$ cat src/rtl/lr_session_ctrl.sv
// Session controller for the linear-regression datapath: owns the single-port dataset RAM
// and hands it in turn to the serial loader, the LR engine (read-only) and the weight write-back.
module lr_session_ctrl #(
  parameter int MAX_FEATURES = 7,
  parameter int DATA_WIDTH   = 16*(MAX_FEATURES+1),
  parameter int ADDR_WIDTH   = 3,
  parameter int NUM_DP       = 6,
  parameter int WB_ADDR      = 2**ADDR_WIDTH-1,
  parameter int EPOCHS       = 1,
  parameter int TIMEOUT      = 4096
) (
  input  logic                  CLK,
  input  logic                  RST,
  input  logic                  start,
  input  logic                  reload,
  input  logic                  abort,
  input  logic                  ld_valid,
  output logic                  ld_ready,
  input  logic [ADDR_WIDTH-1:0] ld_addr,
  input  logic [DATA_WIDTH-1:0] ld_data,
  input  logic                  ld_done,
  output logic                  lr_start,
  input  logic [ADDR_WIDTH-1:0] lr_rd_addr,
  output logic [DATA_WIDTH-1:0] lr_rd_data,
  input  logic                  lr_done,
  input  logic [DATA_WIDTH-1:0] lr_w,
  output logic                  ram_we,
  output logic                  ram_oe,
  output logic [ADDR_WIDTH-1:0] ram_addr,
  output logic [DATA_WIDTH-1:0] ram_wdata,
  input  logic [DATA_WIDTH-1:0] ram_rdata,
  output logic                  busy,
  output logic                  done,
  output logic [1:0]            err_code,
  output logic [7:0]            epoch_cnt
);

  localparam int CNT_W = $clog2(NUM_DP+1);
  localparam int WD_W  = $clog2(TIMEOUT+1);

  typedef enum logic [2:0] {S_IDLE, S_LOAD, S_START, S_TRAIN, S_WB, S_DONE, S_ERR} state_t;

  state_t           state;
  logic [CNT_W-1:0] ld_cnt;
  logic [WD_W-1:0]  wdog;
  logic             beat, beat_last, addr_bad, epoch_last, wd_hit;

  assign lr_rd_data = ram_rdata;
  assign beat       = (state == S_LOAD) && ld_valid && ld_ready;
  assign beat_last  = ld_cnt == CNT_W'(NUM_DP-1);
  assign addr_bad   = ld_addr >= ADDR_WIDTH'(NUM_DP);
  assign epoch_last = ({1'b0, epoch_cnt} + 9'd1) >= 9'(EPOCHS);
  assign wd_hit     = (wdog + WD_W'(1)) == WD_W'(TIMEOUT-1);

  always_ff @(posedge CLK) begin
    if (!RST) begin
      state     <= S_IDLE;
      ld_cnt    <= '0;
      wdog      <= '0;
      ld_ready  <= 1'b0;
      lr_start  <= 1'b0;
      ram_we    <= 1'b0;
      ram_oe    <= 1'b0;
      ram_addr  <= '0;
      ram_wdata <= '0;
      busy      <= 1'b0;
      done      <= 1'b0;
      err_code  <= 2'd0;
      epoch_cnt <= 8'd0;
    end else if (abort) begin
      // a beat accepted in this cycle is dropped: its write would only appear next cycle
      state     <= S_IDLE;
      ld_cnt    <= '0;
      wdog      <= '0;
      ld_ready  <= 1'b0;
      lr_start  <= 1'b0;
      ram_we    <= 1'b0;
      ram_oe    <= 1'b0;
      busy      <= 1'b0;
      done      <= 1'b0;
      err_code  <= 2'd0;
      epoch_cnt <= 8'd0;
    end else begin
      ram_we   <= 1'b0;
      lr_start <= 1'b0;
      case (state)
        S_IDLE, S_DONE: begin
          if (start) begin
            done      <= 1'b0;
            err_code  <= 2'd0;
            epoch_cnt <= 8'd0;
            busy      <= 1'b1;
            ld_cnt    <= '0;
            if (reload) begin
              state    <= S_LOAD;
              ld_ready <= 1'b1;
            end else begin
              state    <= S_START;
              lr_start <= 1'b1;
            end
          end
        end
        S_LOAD: begin
          if (beat && addr_bad) begin
            state    <= S_ERR;
            err_code <= 2'd2;
            ld_ready <= 1'b0;
            busy     <= 1'b0;
          end else if (beat && beat_last) begin
            // last row is written while START pulses lr_start; the engine cannot read yet
            ram_we    <= 1'b1;
            ram_addr  <= ld_addr;
            ram_wdata <= ld_data;
            ld_cnt    <= ld_cnt + CNT_W'(1);
            ld_ready  <= 1'b0;
            lr_start  <= 1'b1;
            state     <= S_START;
          end else if (ld_done) begin
            state    <= S_ERR;
            err_code <= 2'd1;
            ld_ready <= 1'b0;
            busy     <= 1'b0;
          end else if (beat) begin
            ram_we    <= 1'b1;
            ram_addr  <= ld_addr;
            ram_wdata <= ld_data;
            ld_cnt    <= ld_cnt + CNT_W'(1);
          end
        end
        S_START: begin
          state    <= S_TRAIN;
          wdog     <= '0;
          ram_oe   <= 1'b1;
          ram_addr <= lr_rd_addr;
        end
        S_TRAIN: begin
          if (lr_done) begin
            epoch_cnt <= epoch_cnt + 8'd1;
            ram_oe    <= 1'b0;
            if (epoch_last) begin
              state     <= S_WB;
              ram_we    <= 1'b1;
              ram_addr  <= ADDR_WIDTH'(WB_ADDR);
              ram_wdata <= lr_w;
            end else begin
              state    <= S_START;
              lr_start <= 1'b1;
            end
          end else if (wd_hit) begin
            state    <= S_ERR;
            err_code <= 2'd3;
            ram_oe   <= 1'b0;
            busy     <= 1'b0;
          end else begin
            wdog     <= wdog + WD_W'(1);
            ram_addr <= lr_rd_addr;
          end
        end
        S_WB: begin
          state <= S_DONE;
          done  <= 1'b1;
          busy  <= 1'b0;
        end
        S_ERR: ;
        default: state <= S_IDLE;
      endcase
    end
  end

endmodule

$ cat config.mk
export PLATFORM = sky130hd
export DESIGN_NAME = lr_session_ctrl
export DESIGN_NICKNAME = d
export VERILOG_FILES = /design/src/rtl/lr_session_ctrl.sv
export SDC_FILE = /design/constraint.sdc
export NUM_CORES = 1
export LEC_CHECK = 0
export BUFFER_PORTS_ARGS = -buffer_cell sky130_fd_sc_hd__buf_4
export CAP_MARGIN = 20
export CORE_AREA = 4 4 258 260
export CTS_BUF_LIST = sky130_fd_sc_hd__clkbuf_8
export DETAILED_ROUTE_END_ITERATION = 16
export DIE_AREA = 0 0 262 264
export GPL_TIMING_DRIVEN = 0
export PLACE_DENSITY = 0.47
export SLEW_MARGIN = 25
export SYNTH_ARGS = -nofsm -noshare
export SYNTH_HDL_FRONTEND = slang
export SYNTH_SLANG_ARGS = --single-unit
$ cat constraint.sdc
create_clock -name CLK -period 2.5 [get_ports CLK]
set_input_delay 0.25 -clock CLK [delete_from_list [all_inputs] [get_ports CLK]]
set_output_delay 0.25 -clock CLK [all_outputs]
set_load 0.02 [all_outputs]
Word-level counts from Yosys, hierarchy flattened
Index checks and enable logic that the tools add are counted.
W data, S select, Z words.
Storage, ports and cells
  bits in registers: 166
  output and inout bits: 275
  logic and storage cells: 145
Cells by class
  add/subtract/negate cells: 4
  order comparisons: 2
  equality and inequality tests: 24
  mux-type cells: 73
  bitwise operators: 3
  reduce and logical (&&, ||, !) cells: 26
Operators with widths (number)
  $mux W128: 6
  $pmux W128 S2: 1
  $mux W3: 19
  $mux W13: 2
  $pmux W13 S2: 1
  $mux W1: 24
  $pmux W3 S6: 1
  $mux W8: 2
  $ne A2 B2 Y1 const B: 8
  $pmux W8 S2: 1
  $mux W2: 7
  $reduce_and A7 Y1: 2
  $add A13 B1 Y13 const B: 1
  $eq A13 B12 Y1 const B: 1
  $eq A3 B3 Y1 const B: 4
  $ne A3 B3 Y1 const B: 4
  $reduce_and A6 Y1: 2
  $reduce_bool A2 Y1: 5
  $add A8 B1 Y9 const B: 1
  $ge A9 B1 Y1 const B: 1
  $ne A3 B2 Y1 const B: 3
  $pmux W3 S3: 1
  $add A8 B1 Y8 const B: 1
  $pmux W1 S2: 4
  19 further kinds: 30

Longest topological paths before layout
  word-level depth: 8
  gate-level depth with buffers: 10

Worst setup path after synthesis
No wires, ideal clock.
  kind: flip-flop to flip-flop
  start: register wdog[1]
  end: register wdog[11]
  library setup time: 0.122 ns
  data arrival time: 2.253 ns
  data required time: 2.378 ns
  setup slack: 0.126 ns
  stages on the path, launching flop included: 10
  cells stage by stage: dfxtp_1 > ha_1 > nand3_2 > or3_1 > a221oi_1 > a31o_1 > buf_4 > buf_6 > nor3_1 > a221o_1
On the way
  word-level cells in the longest chain between the ends: 4
  elaborated cells on any way between the ends: 7
  those cells by class: 1 x add/sub; 2 x eq/ne; 3 x mux; 1 x reduce/logical
RTL lines
  start, declared: RTL line 45  | logic [WD_W-1:0] wdog;
  start signal, assigned: RTL line 155  | wdog <= wdog + WD_W'(1);
  $add A13 B1 Y13 (*): RTL line 53, 155
  $eq A13 B12 Y1 or $mux W13 (tied branches): RTL line 53, 149
  $ne A2 B2 Y1 (no line) or $mux W13 (tied branches)
  $reduce_and A3 Y1 (no line) or $pmux W13 S2 (tied branches)
Mark *: on every way between the ends. The rest lies on a longest branch, timed or not. The select of a mux whose other input is x is not followed.
A chain may end at the register's enable or synchronous reset.

Worst setup path after layout
  start: register epoch_cnt[1]
  end: register ram_wdata[43]
On the way
  word-level cells in the longest chain between the ends: 4
RTL lines
  start, declared: RTL line 35  | output logic [7:0] epoch_cnt
  start signal, assigned: RTL line 138  | epoch_cnt <= epoch_cnt + 8'd1;
  $add A8 B1 Y9: RTL line 52  | assign epoch_last = ({1'b0, epoch_cnt} + 9'd1) >= 9'(EPOCHS);
  $ge A9 B1 Y1: RTL line 52
  $ne A2 B2 Y1 (no line)
  $reduce_and A7 Y1 (no line)
  end signal, assigned: RTL line 113  | ram_wdata <= ld_data;
  end signal, assigned: RTL line 126  | ram_wdata <= ld_data;
  end signal, assigned: RTL line 144  | ram_wdata <= lr_w;
  end, declared: RTL line 30  | output logic [DATA_WIDTH-1:0] ram_wdata,
No other way between the ends.

==> flow_summary.ini <==
[cells_and_area]
nNetsFinal = 2399
drive_above_1_share_pct = 48.6
area_growth_syn_to_layout_pct = 93.7
nFillCells = 6750

[critical_path]
critPathLaunchType = flop
critical_path_required_ns = 2.97
cpMostUsedCell = buf_12
worst_path_largest_cell_delay_ns = 0.40
cp_slowest_cell = a221oi_4
cp_max_fo = 6
cp-end-kind = flop
path_cells = ha_4 > a211oi_1 > o211ai_1 > a221oi_4 > o31ai_4 > buf_6 > buf_12 > buf_12 > buf_12 > a311oi_4
cp.arrival_ns = 2.92
worstSetupPathType = flop to flop

[yosys]
synth.cell_area_sq_um = 9680
synth-main-ff-cell = dfxtp_1
yosysMostFrequentCell = nand2_1
synth.avg_cell_area_sq_um = 8.45
synthArstFlopShare_pct = 0
synth-edff-count = 0
synth_common_cells = nand2_1, dfxtp_1, nor2_1
synth_cell_types = 64
synth_top_area_share_pct = 34.3
synth_top_area_cell = dfxtp_1
yosysWarnings = 0
synth_seq_cells = 166
syn_inst = 1146
ys_top_cells_by_area = dfxtp_1, a311oi_2, nand2_1
ys_seq_area_share_pct = 34.3
syn_nets = 1550

[timing]
finalWorstSetupSlack_ns = 0.0482
report.final.slew_viol_count = 0
final.min_clock_period_ns = 2.45
finalSetupViolations = 0
post-route-period-util_pct = 98.1
fin_worst_skew_ns = 0.0325
whs_ns = 0.139
fmax_ghz = 0.408
max_slew_margin_pct = 37.1
rsz0062_at_grt = yes
hold_viol_final = 0
tightestPinTransition_ns = 0.944

[clock_tree]
cts_made_buffers = 17
cts_tree = done
cts_buffer_depth = 2
cts_htree_levels = 4
path_clk_slew_ns = 0.11
clock-sinks = 166
clk_latency_ns = 0.57
cts_root_buf = clkbuf_8

[grt]
antenna_found_initial = 3
grt_max_degree = 18
grt_overflow = 0
grt_pass1_wl_microns = 75100
grt.total_usage_pct = 14.6
grt_pass1_vias = 12153

[die]
io_pins = 673
die_width_microns = 262
rows = 93
start_util_pct = 15.1
fp.coreArea_sq_um = 64100
dieHeight_microns = 264
die_area_sq_um = 69200

[place]
io_buffers = 544
post-dp-hpwl_microns = 42400
gp_congestion = 0.839
pre_cts_slack_ns = -0.864

[route]
routed_wirelength_microns = 54900
avgViaCountPerCell = 4.06
postRouteAntennaNets = 0
wl_per_cell_microns = 19.2
drt_iter0_drc = 557
drc_errors = 0
drt_pre_antenna_iters = 6
vias = 11634

[status]
outcome = complete, no violations

[job]
maxCapViolCount = 0

[pwr]
total_power_mw = 6.35
vdd_ir_drop_max_mv = 0.268
cellPowerDensity_nw_per_um2 = 338
leakagePower_nw = 7.81

[hold_path]
hold_class = input pin to flop
==> registers in the layout, indices dropped and copies added, names as in the netlist <==
signal / flops
done: 1
ram_wdata: 128
ld_cnt: 3
ram_addr: 3
epoch_cnt: 8
ld_ready: 1
err_code: 2
ram_oe: 1
ram_we: 1
wdog: 13
lr_start: 1
busy: 1
state: 3
==> kinds of logic (layout without fill, tap and decap cells) <==
group	count (synthesis)	count (layout)	share of synthesized area, %
AND/OR/NAND/NOR	517	517	22.3
buffers and inverters	227	1089	15.3
AO/OA/AOI/OAI	221	221	26.3
flip-flops	166	166	34.3
adder cells (fa/ha/maj)	7	7	0.879
multiplexers	5	5	0.569
XOR/XNOR	3	3	0.271
other	0	3	0
==> layout make-up <==
cell class | count | area [sq um] | area share (%)
Clock inverter | 15 | 160 | 0.854
Multi-Input combinational cell | 753 | 5100 | 27.2
Timing Repair Buffer | 831 | 7110 | 37.9
Inverter | 12 | 47.5 | 0.254
Buffer | 214 | 1680 | 8.94
Clock buffer | 17 | 234 | 1.25
Sequential cell | 166 | 3340 | 17.8
Tap cell | 855 | 1070 | 5.71
Antenna cell | 3 | 7.51 | 0.0400
==> worst max-delay path: cells and delay by family, from the launching register on <==
kind	cells	cell delay, ns
compound gates	5	1.22
fa+ha+maj	1	0.18
buf+inv	4	0.57
flops	1	0.38
==> stage by stage <==
step / setup TNS (ns) / instance area (sq um) / std cells / util, %
floorplan: 0 / 9680 / 1146 / -
global placement: -76.82 / 14800 / 2545 / 23.1
detailed placement: -75.26 / 14800 / 2545 / 23.1
CTS: -0.0331 / 18100 / 2840 / 28.2
global route: -1.61 / 18700 / 2866 / 29.2
finish: 0 / 18700 / 2866 / 29.2
==> layout by cell type, fill, tap and decap left out, drive strengths merged, types with 3 or more instances in the layout <==
cell	count
or4	7
or2	5
nand2	286
a21o	5
nand3b	3
ha	6
nor4	8
clkinv	5
dlygate4sd3	257
or3	5
a221oi	3
o311ai	3
a21oi	21
a32oi	4
nand2b	4
a31oi	3
nand3	7
and3b	3
nor2	156
nand4	5
inv	20
nor3	11
clkbuf	78
o211ai	3
nor2b	6
o31ai	5
a211oi	6
xnor2	3
a221o	4
a21boi	3
buf	727
diode	3
a311oi	129
dfxtp	166
o21ai	16
mux2	4
==> worst paths after layout <==
| path | slack (ns) | end | startpoint | cells past startpoint |
|---|---|---|---|---|
| hold / removal | 0.14 | done | start | 4 |
| hold reg to reg | 0.46 | ram_oe | ram_oe | 2 |
| setup reg to reg | 0.05 | ram_wdata[43] | epoch_cnt[1] | 10 |
| setup / recovery | 0.05 | ram_wdata[43] | epoch_cnt[1] | 10 |
==> timing repair <==
item,4_1_cts,5_1_grt
gates cloned,1,11
endpoints found under the setup margin,151,142
hold endpoints to repair,131,0
pin swaps,5,33
resized for setup,72,92
buffers inserted,5,14
hold buffers,257,0
==> per-layer routing <==
layer / GRT usage, % / up-vias / wire (microns)
met5: 0 / - / 0
met4: 5.81 / 0 / 1660
met3: 3.89 / 73 / 4110
met2: 26.1 / 531 / 27800
met1: 16.5 / 5417 / 21400
li1: - / 5613 / -
==> report_power, final <==
| part | leakage, nW | switching, mW | internal, mW |
|---|---|---|---|
| registers | 1.34 | 0.0124 | 2.66 |
| logic | 6.27 | 0.655 | 0.895 |
| clock network | 0.199 | 1.30 | 0.827 |
| total | 7.81 | 1.97 | 4.38 |
Power figures use the tool's default switching activity.
